$ cat src/rtl/instr_fetch_unit.sv
// Instruction fetch stage: fetch PC, single-outstanding imem reads, prefetch queue and IR.
// Optional stall counter output enabled by defining IFU_STALL_CNT_EN.
module instr_fetch_unit #(
  parameter logic [15:0] RESET_PC = 16'h0000,
  parameter int          QDEPTH   = 2
) (
  input  logic        CLK,
  input  logic        rst,
  input  logic        E,
  input  logic        IR_E,
  input  logic        redir_valid,
  input  logic [15:0] redir_addr,
  input  logic        halt,
  output logic        imem_req,
  output logic [15:0] imem_addr,
  input  logic        imem_ack,
  input  logic [15:0] imem_rdata,
  output logic [15:0] IR,
  output logic [15:0] IR_PC,
  output logic        IR_valid,
  output logic        fetch_stall
`ifdef IFU_STALL_CNT_EN
  ,
  output logic [15:0] stall_cnt
`endif
);

  typedef enum logic [1:0] {RUN, WAIT, DROP, HALT} state_t;

  typedef struct packed {
    logic [15:0] instr;
    logic [15:0] pc;
  } qent_t;

  localparam logic [1:0] LAST  = 2'(QDEPTH - 1);
  localparam logic [2:0] DEPTH = 3'(QDEPTH);

  state_t      state_q, state_d;
  logic [15:0] fetch_pc_q, fetch_pc_d;
  logic [15:0] req_addr_q;
  logic        halt_pend_q;

  qent_t       q_mem [0:3];
  logic [1:0]  head_q, tail_q;
  logic [2:0]  count_q;

  logic        outstanding, issue, ack_hit, push, pop, go_halt;

  function automatic logic [1:0] ptr_inc(input logic [1:0] p);
    return (p == LAST) ? 2'd0 : p + 2'd1;
  endfunction

  // Request stays up from issue until ack; address is frozen while outstanding.
  always_comb begin
    outstanding = (state_q == WAIT) || (state_q == DROP);
    issue       = (state_q == RUN) && E && !halt && !rst && (count_q < DEPTH);
    imem_req    = issue || (outstanding && !rst);
    imem_addr   = outstanding ? req_addr_q : fetch_pc_q;
    ack_hit     = imem_req && imem_ack;
    push        = ack_hit && !redir_valid && (state_q != DROP);
    pop         = IR_E && E && (count_q != 3'd0) && !redir_valid;
    go_halt     = halt || halt_pend_q;
    fetch_stall = (count_q == 3'd0);
  end

  always_comb begin
    state_d    = state_q;
    fetch_pc_d = fetch_pc_q;
    case (state_q)
      RUN: begin
        if (issue) begin
          if (imem_ack) fetch_pc_d = fetch_pc_q + 16'd1;
          else          state_d    = redir_valid ? DROP : WAIT;
        end else if (halt) begin
          state_d = HALT;
        end
      end
      WAIT: begin
        if (imem_ack) begin
          state_d    = go_halt ? HALT : RUN;
          fetch_pc_d = req_addr_q + 16'd1;
        end else if (redir_valid) begin
          state_d = DROP;
        end
      end
      DROP: begin
        if (imem_ack) state_d = go_halt ? HALT : RUN;
      end
      HALT: state_d = HALT;
      default: state_d = RUN;
    endcase
    // A redirect always owns the next fetch address, whatever the FSM does.
    if (redir_valid) fetch_pc_d = redir_addr;
  end

  always_ff @(posedge CLK) begin
    if (rst) begin
      state_q     <= RUN;
      fetch_pc_q  <= RESET_PC;
      req_addr_q  <= RESET_PC;
      halt_pend_q <= 1'b0;
      head_q      <= 2'd0;
      tail_q      <= 2'd0;
      count_q     <= 3'd0;
      IR          <= 16'h0000;
      IR_PC       <= 16'h0000;
      IR_valid    <= 1'b0;
    end else begin
      state_q     <= state_d;
      fetch_pc_q  <= fetch_pc_d;
      halt_pend_q <= halt_pend_q | halt;
      if (issue && !imem_ack) req_addr_q <= fetch_pc_q;

      if (redir_valid) begin
        head_q  <= 2'd0;
        tail_q  <= 2'd0;
        count_q <= 3'd0;
      end else begin
        if (push) tail_q <= ptr_inc(tail_q);
        if (pop)  head_q <= ptr_inc(head_q);
        if (push && !pop)      count_q <= count_q + 3'd1;
        else if (pop && !push) count_q <= count_q - 3'd1;
      end

      if (redir_valid) begin
        IR_valid <= 1'b0;
      end else if (IR_E && E) begin
        if (pop) begin
          IR       <= q_mem[head_q].instr;
          IR_PC    <= q_mem[head_q].pc;
          IR_valid <= 1'b1;
        end else begin
          IR_valid <= 1'b0;
        end
      end
    end
  end

  always_ff @(posedge CLK) begin
    if (!rst && push) q_mem[tail_q] <= {imem_rdata, imem_addr};
  end

`ifdef IFU_STALL_CNT_EN
  always_ff @(posedge CLK) begin
    if (rst)
      stall_cnt <= 16'h0000;
    else if (IR_E && E && (count_q == 3'd0) && (stall_cnt != 16'hFFFF))
      stall_cnt <= stall_cnt + 16'd1;
  end
`endif

endmodule

$ cat config.mk
export PLATFORM = sky130hd
export DESIGN_NAME = instr_fetch_unit
export DESIGN_NICKNAME = d
export VERILOG_FILES = /design/src/rtl/instr_fetch_unit.sv
export SDC_FILE = /design/constraint.sdc
export NUM_CORES = 1
export LEC_CHECK = 0
export ABC_AREA = 1
export CELL_PAD_IN_SITES_DETAIL_PLACEMENT = 1
export CELL_PAD_IN_SITES_GLOBAL_PLACEMENT = 2
export CORE_MARGIN = 3
export CORE_UTILIZATION = 38
export DETAILED_ROUTE_END_ITERATION = 12
export PLACE_DENSITY_LB_ADDON = 0.1
export SETUP_SLACK_MARGIN = 0.3
export SKIP_LAST_GASP = 1
export SYNTH_ARGS = -nofsm -noshare
export SYNTH_HDL_FRONTEND = slang
export SYNTH_SLANG_ARGS = --single-unit
export TNS_END_PERCENT = 5
$ cat constraint.sdc
create_clock -name CLK -period 6.6 [get_ports CLK]
set_input_delay 1.98 -clock CLK [delete_from_list [all_inputs] [get_ports CLK]]
set_output_delay 1.98 -clock CLK [all_outputs]
set_load 0.03 [all_outputs]
# Word-level counts from Yosys, hierarchy flattened
# Memory sizes are Yosys's and may differ from the RTL's. A register that Yosys moved wholly into a read port is not among the register bits.
# Index checks and enable logic that the tools add are counted.
# word_totals
regBits	43
ramBits	128
in_bits	39
word_cells	85
memories	1
# mem_list
name	depth	word_bits	read_ports	rd_ports_with_merged_regs	wr	line	rtl
q_mem	4	32	1	1	1	43	qent_t q_mem [0:3];
# op_classes
n_addsub	6
order_cmp	1
eq_ne	12
n_mux	22
bitwise	2
n_reduce_logical	33
# ops
op	n
$mux 16	5
$add 16x1->16 const B	2
$pmux 16 s2	1
$mux 2	10
$logic_and 1x1->1	15
$ne 3x3->1 const B	5
$pmux 2 s4	1
$reduce_and 4->1	2
$eq 2x1->1 const B	3
$logic_not 1->1	6
$mux 3	2
$reduce_bool 3->1	2
$add 2x1->2 const B	2
$eq 2x2->1 const B	2
$ne 2x2->1 const B	2
$add 3x1->3 const B	1
$logic_not 3->1	1
$logic_or 1x1->1	3
$lt 3x2->1 const B	1
$mux 1	3
$reduce_and 3->1	1
$sub 3x1->3 const B	1
$logic_not 2->1	1
$reduce_bool 2->1	1
other kinds (3)	3

# Longest topological paths before layout
# logic_depth
depth_word	13
ltp_mapped	16

# Worst setup path before layout
# OpenSTA, ideal clock, no wires.
# synth_timing
path_type	input -> register
startpoint	input halt
endpoint	memory q_mem[1][0] (netlist name) (enable)
setup_time_ns	0.461
t_arrival_ns	4.923
required_ns	6.139
path_slack_ns	1.216
stages	5
cell_sequence	nor3_2 > nand2_1 > nand2_1 > nand2_1 > nor3_1
# synth_between
elab_chain_len	11
# synth_lines
item	line	rtl
start: declaration	13	input logic halt,
$logic_not 1->1	56	issue = (state_q == RUN) && E && !halt && !rst && (count_q < DEPTH);
$logic_and 1x1->1 (3 in a row)	56	
$logic_or 1x1->1	57	imem_req = issue || (outstanding && !rst);
named net imem_req	14	output logic imem_req,
$logic_and 1x1->1	59	ack_hit = imem_req && imem_ack;
$logic_and 1x1->1 (2 in a row)	60	push = ack_hit && !redir_valid && (state_q != DROP);
$logic_and 1x1->1	140	if (!rst && push) q_mem[tail_q] <= {imem_rdata, imem_addr};
$mux 1	140	
$mux 1 (implied by the code)	140	
end: declaration	43	
# The timed path passes the listed nets, and every way through them passes these cells.

# Final worst setup path
# layout_timing
startpoint	input halt
endpoint	output imem_req
# layout_between
elab_chain_len	5
# layout_lines
item	line
$logic_not 1->1	56
$logic_and 1x1->1 (3 in a row)	56
$logic_or 1x1->1	57
end: declaration	14
# Every way passes these cells.

==> impl_metrics.prom <==
# TYPE chip_impl_metric gauge
chip_impl_info{name="outcome",value="completed"} 1
chip_impl_metric{name="cts-hold-fix-buffers",unit=""} 0
chip_impl_metric{name="relative_contribution_of_the_clock_network_to_total_power",unit="%"} 34.5
chip_impl_metric{name="ir_worst_vdd",unit="V"} 0.000215
chip_impl_metric{name="final_hold_viol_count",unit=""} 0
chip_impl_metric{name="grt_pass1_vias",unit=""} 7235
chip_impl_metric{name="mappedNetlistNets",unit=""} 957
chip_impl_metric{name="vias",unit=""} 6741
chip_impl_info{name="critical_path_slowest_stage_cell",value="clkdlybuf4s50_1"} 1
chip_impl_metric{name="insertion_delay_of_the_later_clocked_pin_in_the_worst_skew_pair",unit="ns"} 0.51
chip_impl_info{name="critPathCaptureType",value="output port"} 1
chip_impl_info{name="crit-reg2reg-capture",value="q_mem[2][15]"} 1
chip_impl_metric{name="fin_setup_tns",unit="ns"} 0
chip_impl_metric{name="cts.sinks",unit=""} 203
chip_impl_metric{name="grt_pass1_wl",unit="mm"} 37.6
chip_impl_metric{name="critical_path_peak_fanout",unit=""} 5
chip_impl_metric{name="final.hold.worst_slack",unit="ns"} 0.464
chip_impl_metric{name="portion_of_the_clock_cycle_consumed_by_the_worst_path_in_the_final_layout",unit="%"} 84.7
chip_impl_info{name="cell_chain_of_the_critical_path",value="clkdlybuf4s50_1 > nor3_2 > nand2_1 > nand2_1 > clkdlybuf4s50_1"} 1
chip_impl_metric{name="cts_max_level",unit=""} 1
chip_impl_metric{name="internal-power",unit="mW"} 2.43
chip_impl_metric{name="syn2layout_area_growth",unit="%"} 21.1
chip_impl_info{name="crit_path_start",value="halt"} 1
chip_impl_metric{name="ctsResizeCount",unit=""} 0
chip_impl_metric{name="place_congestion",unit=""} 0.870
chip_impl_metric{name="remaining_drc_errors",unit=""} 0
chip_impl_metric{name="min_period",unit="ns"} 5.59
chip_impl_metric{name="report.final.slew_viol_count",unit=""} 0
chip_impl_metric{name="worst_slack",unit="ns"} 1.01
chip_impl_metric{name="routedWlPerCell",unit="um"} 18.5
chip_impl_metric{name="grt_start_max_net_pins",unit=""} 67
chip_impl_metric{name="grt_use_total",unit="%"} 19.1
chip_impl_info{name="cts_tree",value="yes"} 1
chip_impl_metric{name="worst-endpoint-required",unit="ns"} 4.62
chip_impl_metric{name="grt_overflow",unit=""} 0
chip_impl_metric{name="final-setup-viol-count",unit=""} 0
chip_impl_metric{name="combPwrFrac",unit="%"} 23.4
chip_impl_metric{name="syn-mean-instance-area",unit="sq um"} 9.50
chip_impl_info{name="timing.critical_path.max_delay_family",value="buffers and inverters"} 1
chip_impl_metric{name="postSynthRegisterBits",unit=""} 203
chip_impl_metric{name="clock_skew",unit="ns"} 0.0172
chip_impl_metric{name="layout.cell_area.non_filler",unit="sq mm"} 0.0105
chip_impl_metric{name="seq_area_frac_synth",unit="%"} 61.9
chip_impl_metric{name="drtAntennaViolNets",unit=""} 0
chip_impl_metric{name="num-fill-cells",unit=""} 2451
chip_impl_metric{name="tritoncts.num_buffers",unit=""} 24
chip_impl_metric{name="r2r_cells",unit=""} 8
chip_impl_metric{name="synth.distinct_cells",unit=""} 36
chip_impl_metric{name="finish.utilization",unit="%"} 47.4
chip_impl_metric{name="seqPwrFrac",unit="%"} 42.2
chip_impl_metric{name="cts_buffer_depth",unit=""} 3
chip_impl_info{name="crit_end",value="imem_req"} 1
chip_impl_metric{name="route.detailed.vias_per_inst",unit=""} 5.27
chip_impl_metric{name="nets",unit=""} 1028
chip_impl_metric{name="netSwitchingFraction",unit="%"} 31.2
chip_impl_metric{name="drt_first_pass_iters",unit=""} 4
chip_impl_metric{name="die_width",unit="um"} 157
chip_impl_metric{name="start_util",unit="%"} 39.1
chip_impl_metric{name="worstMarginPinSlew",unit="ns"} 1.19
chip_impl_info{name="crit-reg2reg-launch",value="state_q[0]"} 1
chip_impl_metric{name="max_clock_freq",unit="MHz"} 179
chip_impl_metric{name="dp_slack",unit="ns"} 1.01
chip_impl_info{name="cts_root_buf",value="clkbuf_16"} 1
chip_impl_metric{name="place.detailed.instances",unit=""} 1235
chip_impl_metric{name="worstSetupPathDepth",unit=""} 5
chip_impl_metric{name="cp_slowest_stage_delay",unit="ns"} 0.68
chip_impl_metric{name="yosysWarnings",unit=""} 0
chip_impl_metric{name="path_clk_slew",unit="ns"} 0.06
chip_impl_metric{name="critical_path_arrival",unit="ns"} 3.61
chip_impl_info{name="leading_register_cell_type_out_of_synthesis",value="edfxtp_1"} 1
chip_impl_metric{name="number_of_placement_rows",unit=""} 54
chip_impl_metric{name="design.core.area",unit="sq mm"} 0.0221
chip_impl_info{name="rsz0062_at_grt",value="no"} 1
chip_impl_info{name="timing.hold.worst.class",value="reg2reg"} 1
chip_impl_metric{name="mapped_area",unit="sq mm"} 0.00864
chip_impl_metric{name="max_cap_violations",unit=""} 0
chip_impl_metric{name="routed_wirelength",unit="mm"} 23.6
chip_impl_metric{name="sum_of_internal_switching_and_leakage_power",unit="mW"} 3.53
chip_impl_metric{name="cts_post_setup_buffers_inserted",unit=""} 0
chip_impl_metric{name="cellPowerDensity",unit="mW/mm^2"} 337
chip_impl_metric{name="stdcell_count",unit=""} 1279
chip_impl_metric{name="drive_above_1_share",unit="%"} 6.71
chip_impl_metric{name="num_antenna_cells",unit=""} 0
chip_impl_metric{name="buf_inv_on_cp",unit=""} 2
chip_impl_metric{name="initial_antenna_violation_count",unit=""} 0
chip_impl_metric{name="power.static_leakage",unit="nW"} 3.62
chip_impl_metric{name="regToRegSetupSlack",unit="ns"} 3.14
chip_impl_metric{name="power.net_switching",unit="mW"} 1.10
chip_impl_metric{name="die_boundary_height",unit="um"} 157
chip_impl_metric{name="port_buffers",unit=""} 89
chip_impl_metric{name="edff_count_synth",unit=""} 128
chip_impl_metric{name="synthesis.instances",unit=""} 910
chip_impl_info{name="most-common-layout-cells",value="nand2_1 (161), edfxtp_1 (128), o21ai_0 (121)"} 1
chip_impl_metric{name="max-slew-margin-rel",unit="%"} 20.7
chip_impl_info{name="layout_commonest_cell",value="nand2_1"} 1
chip_impl_metric{name="detail_route.iter0.violations",unit=""} 357
chip_impl_metric{name="dpl_cell_area",unit="sq mm"} 0.00974
chip_impl_metric{name="die_area",unit="sq mm"} 0.0246
chip_impl_metric{name="synth_async_sr_flop_share",unit="%"} 0
chip_impl_metric{name="boundaryPins",unit=""} 90
chip_impl_info{name="setup.worst_path.start_class",value="input pin"} 1
chip_impl_info{name="worstSetupPathType",value="in2out"} 1
chip_impl_metric{name="dp_hpwl",unit="mm"} 14.6
-- cell type report --
class                           count  area [sq um]  area share (%)
Clock buffer                       40           671            6.41
Clock inverter                      4          55.1           0.526
Inverter                           57           216            2.07
Multi-Input combinational cell    595          2860            27.3
Sequential cell                   203          5350            51.1
Tap cell                          280           350            3.35
Timing Repair Buffer              100           968            9.25
-- synthesized netlist by cell type (all sizes together) (2+ instances only) --
cell	number	area share, %
buf	20	1.3
ha	7	1.0
o22ai	32	2.3
xor2	2	0.20
inv	57	2.5
nand2	164	7.2
clkbuf	35	1.5
nor3	7	0.46
dfxtp	75	17
a21oi	81	4.7
nand4	4	0.29
nand3	53	3.3
edfxtp	128	44
o21ai	128	7.5
nor2	110	5.0
-- worst min-delay path by stage --
stage | startpoint | endpoint | slack, ns | cells after the start
finish | fetch_pc_q[11] | fetch_pc_q[11] | 0.46 | 2
global route | IR_PC[4] | IR_PC[4] | 0.48 | 2
CTS | IR_PC[13] | IR_PC[13] | 0.47 | 2
detailed placement | IR_PC[13] | IR_PC[13] | 0.46 | 2
global placement | IR[4] | IR[4] | 0.45 | 2
floorplan | halt_pend_q | halt_pend_q | 0.44 | 2
-- flip-flops by register name, summed over array words and instances, names as in the netlist --
name and cells:
halt_pend_q 1, IR_PC 16, tail_q 2, fetch_pc_q 16, state_q 2, IR_valid 1
IR 16, q_mem 128, head_q 2, req_addr_q 16, count_q 3
-- power by group through the flow --
stage          logic, mW  registers, mW  clock network [mW]
6_report           0.824           1.49                1.21
5_1_grt            0.926           1.49                1.30
4_1_cts            0.834           1.49                1.25
3_5_place_dp       0.831           1.51                   0
3_3_place_gp       0.804           1.51                   0
2_1_floorplan      0.555           1.51                   0
-- worst reg2reg max path: stages, from the launching register on --
cell,delay (ns)
dfxtp_1,0.38
inv_1,0.11
ha_1,0.99
nand2_1,0.13
nand2_1,0.13
nand2_1,0.15
inv_1,0.12
nand2_1,0.15
nor2_4,0.90
-- logic make-up (layout without fill, tap and decap cells) --
logic type / count (synthesis) / in the layout / synth area share, %
and+or+nand+nor: 340 / 340 / 16.4
adders and majority gates: 8 / 8 / 1.25
AOI/OAI and AO/OA: 244 / 244 / 14.8
buffers and inverters: 112 / 201 / 5.36
DFF: 203 / 203 / 61.9
xor gates and xnor gates: 3 / 3 / 0.304
-- routing by layer --
metal | vias up | share of wire (%) | track usage, %
met5 | - | 0 | 0
met3 | 45 | 3.5 | 2.74
li1 | 3274 | - | -
met1 | 3278 | 44 | 24.4
met4 | 0 | 2.4 | 5.67
met2 | 144 | 50 | 33.7
No activity file was read; power rests on OpenSTA's default activity.
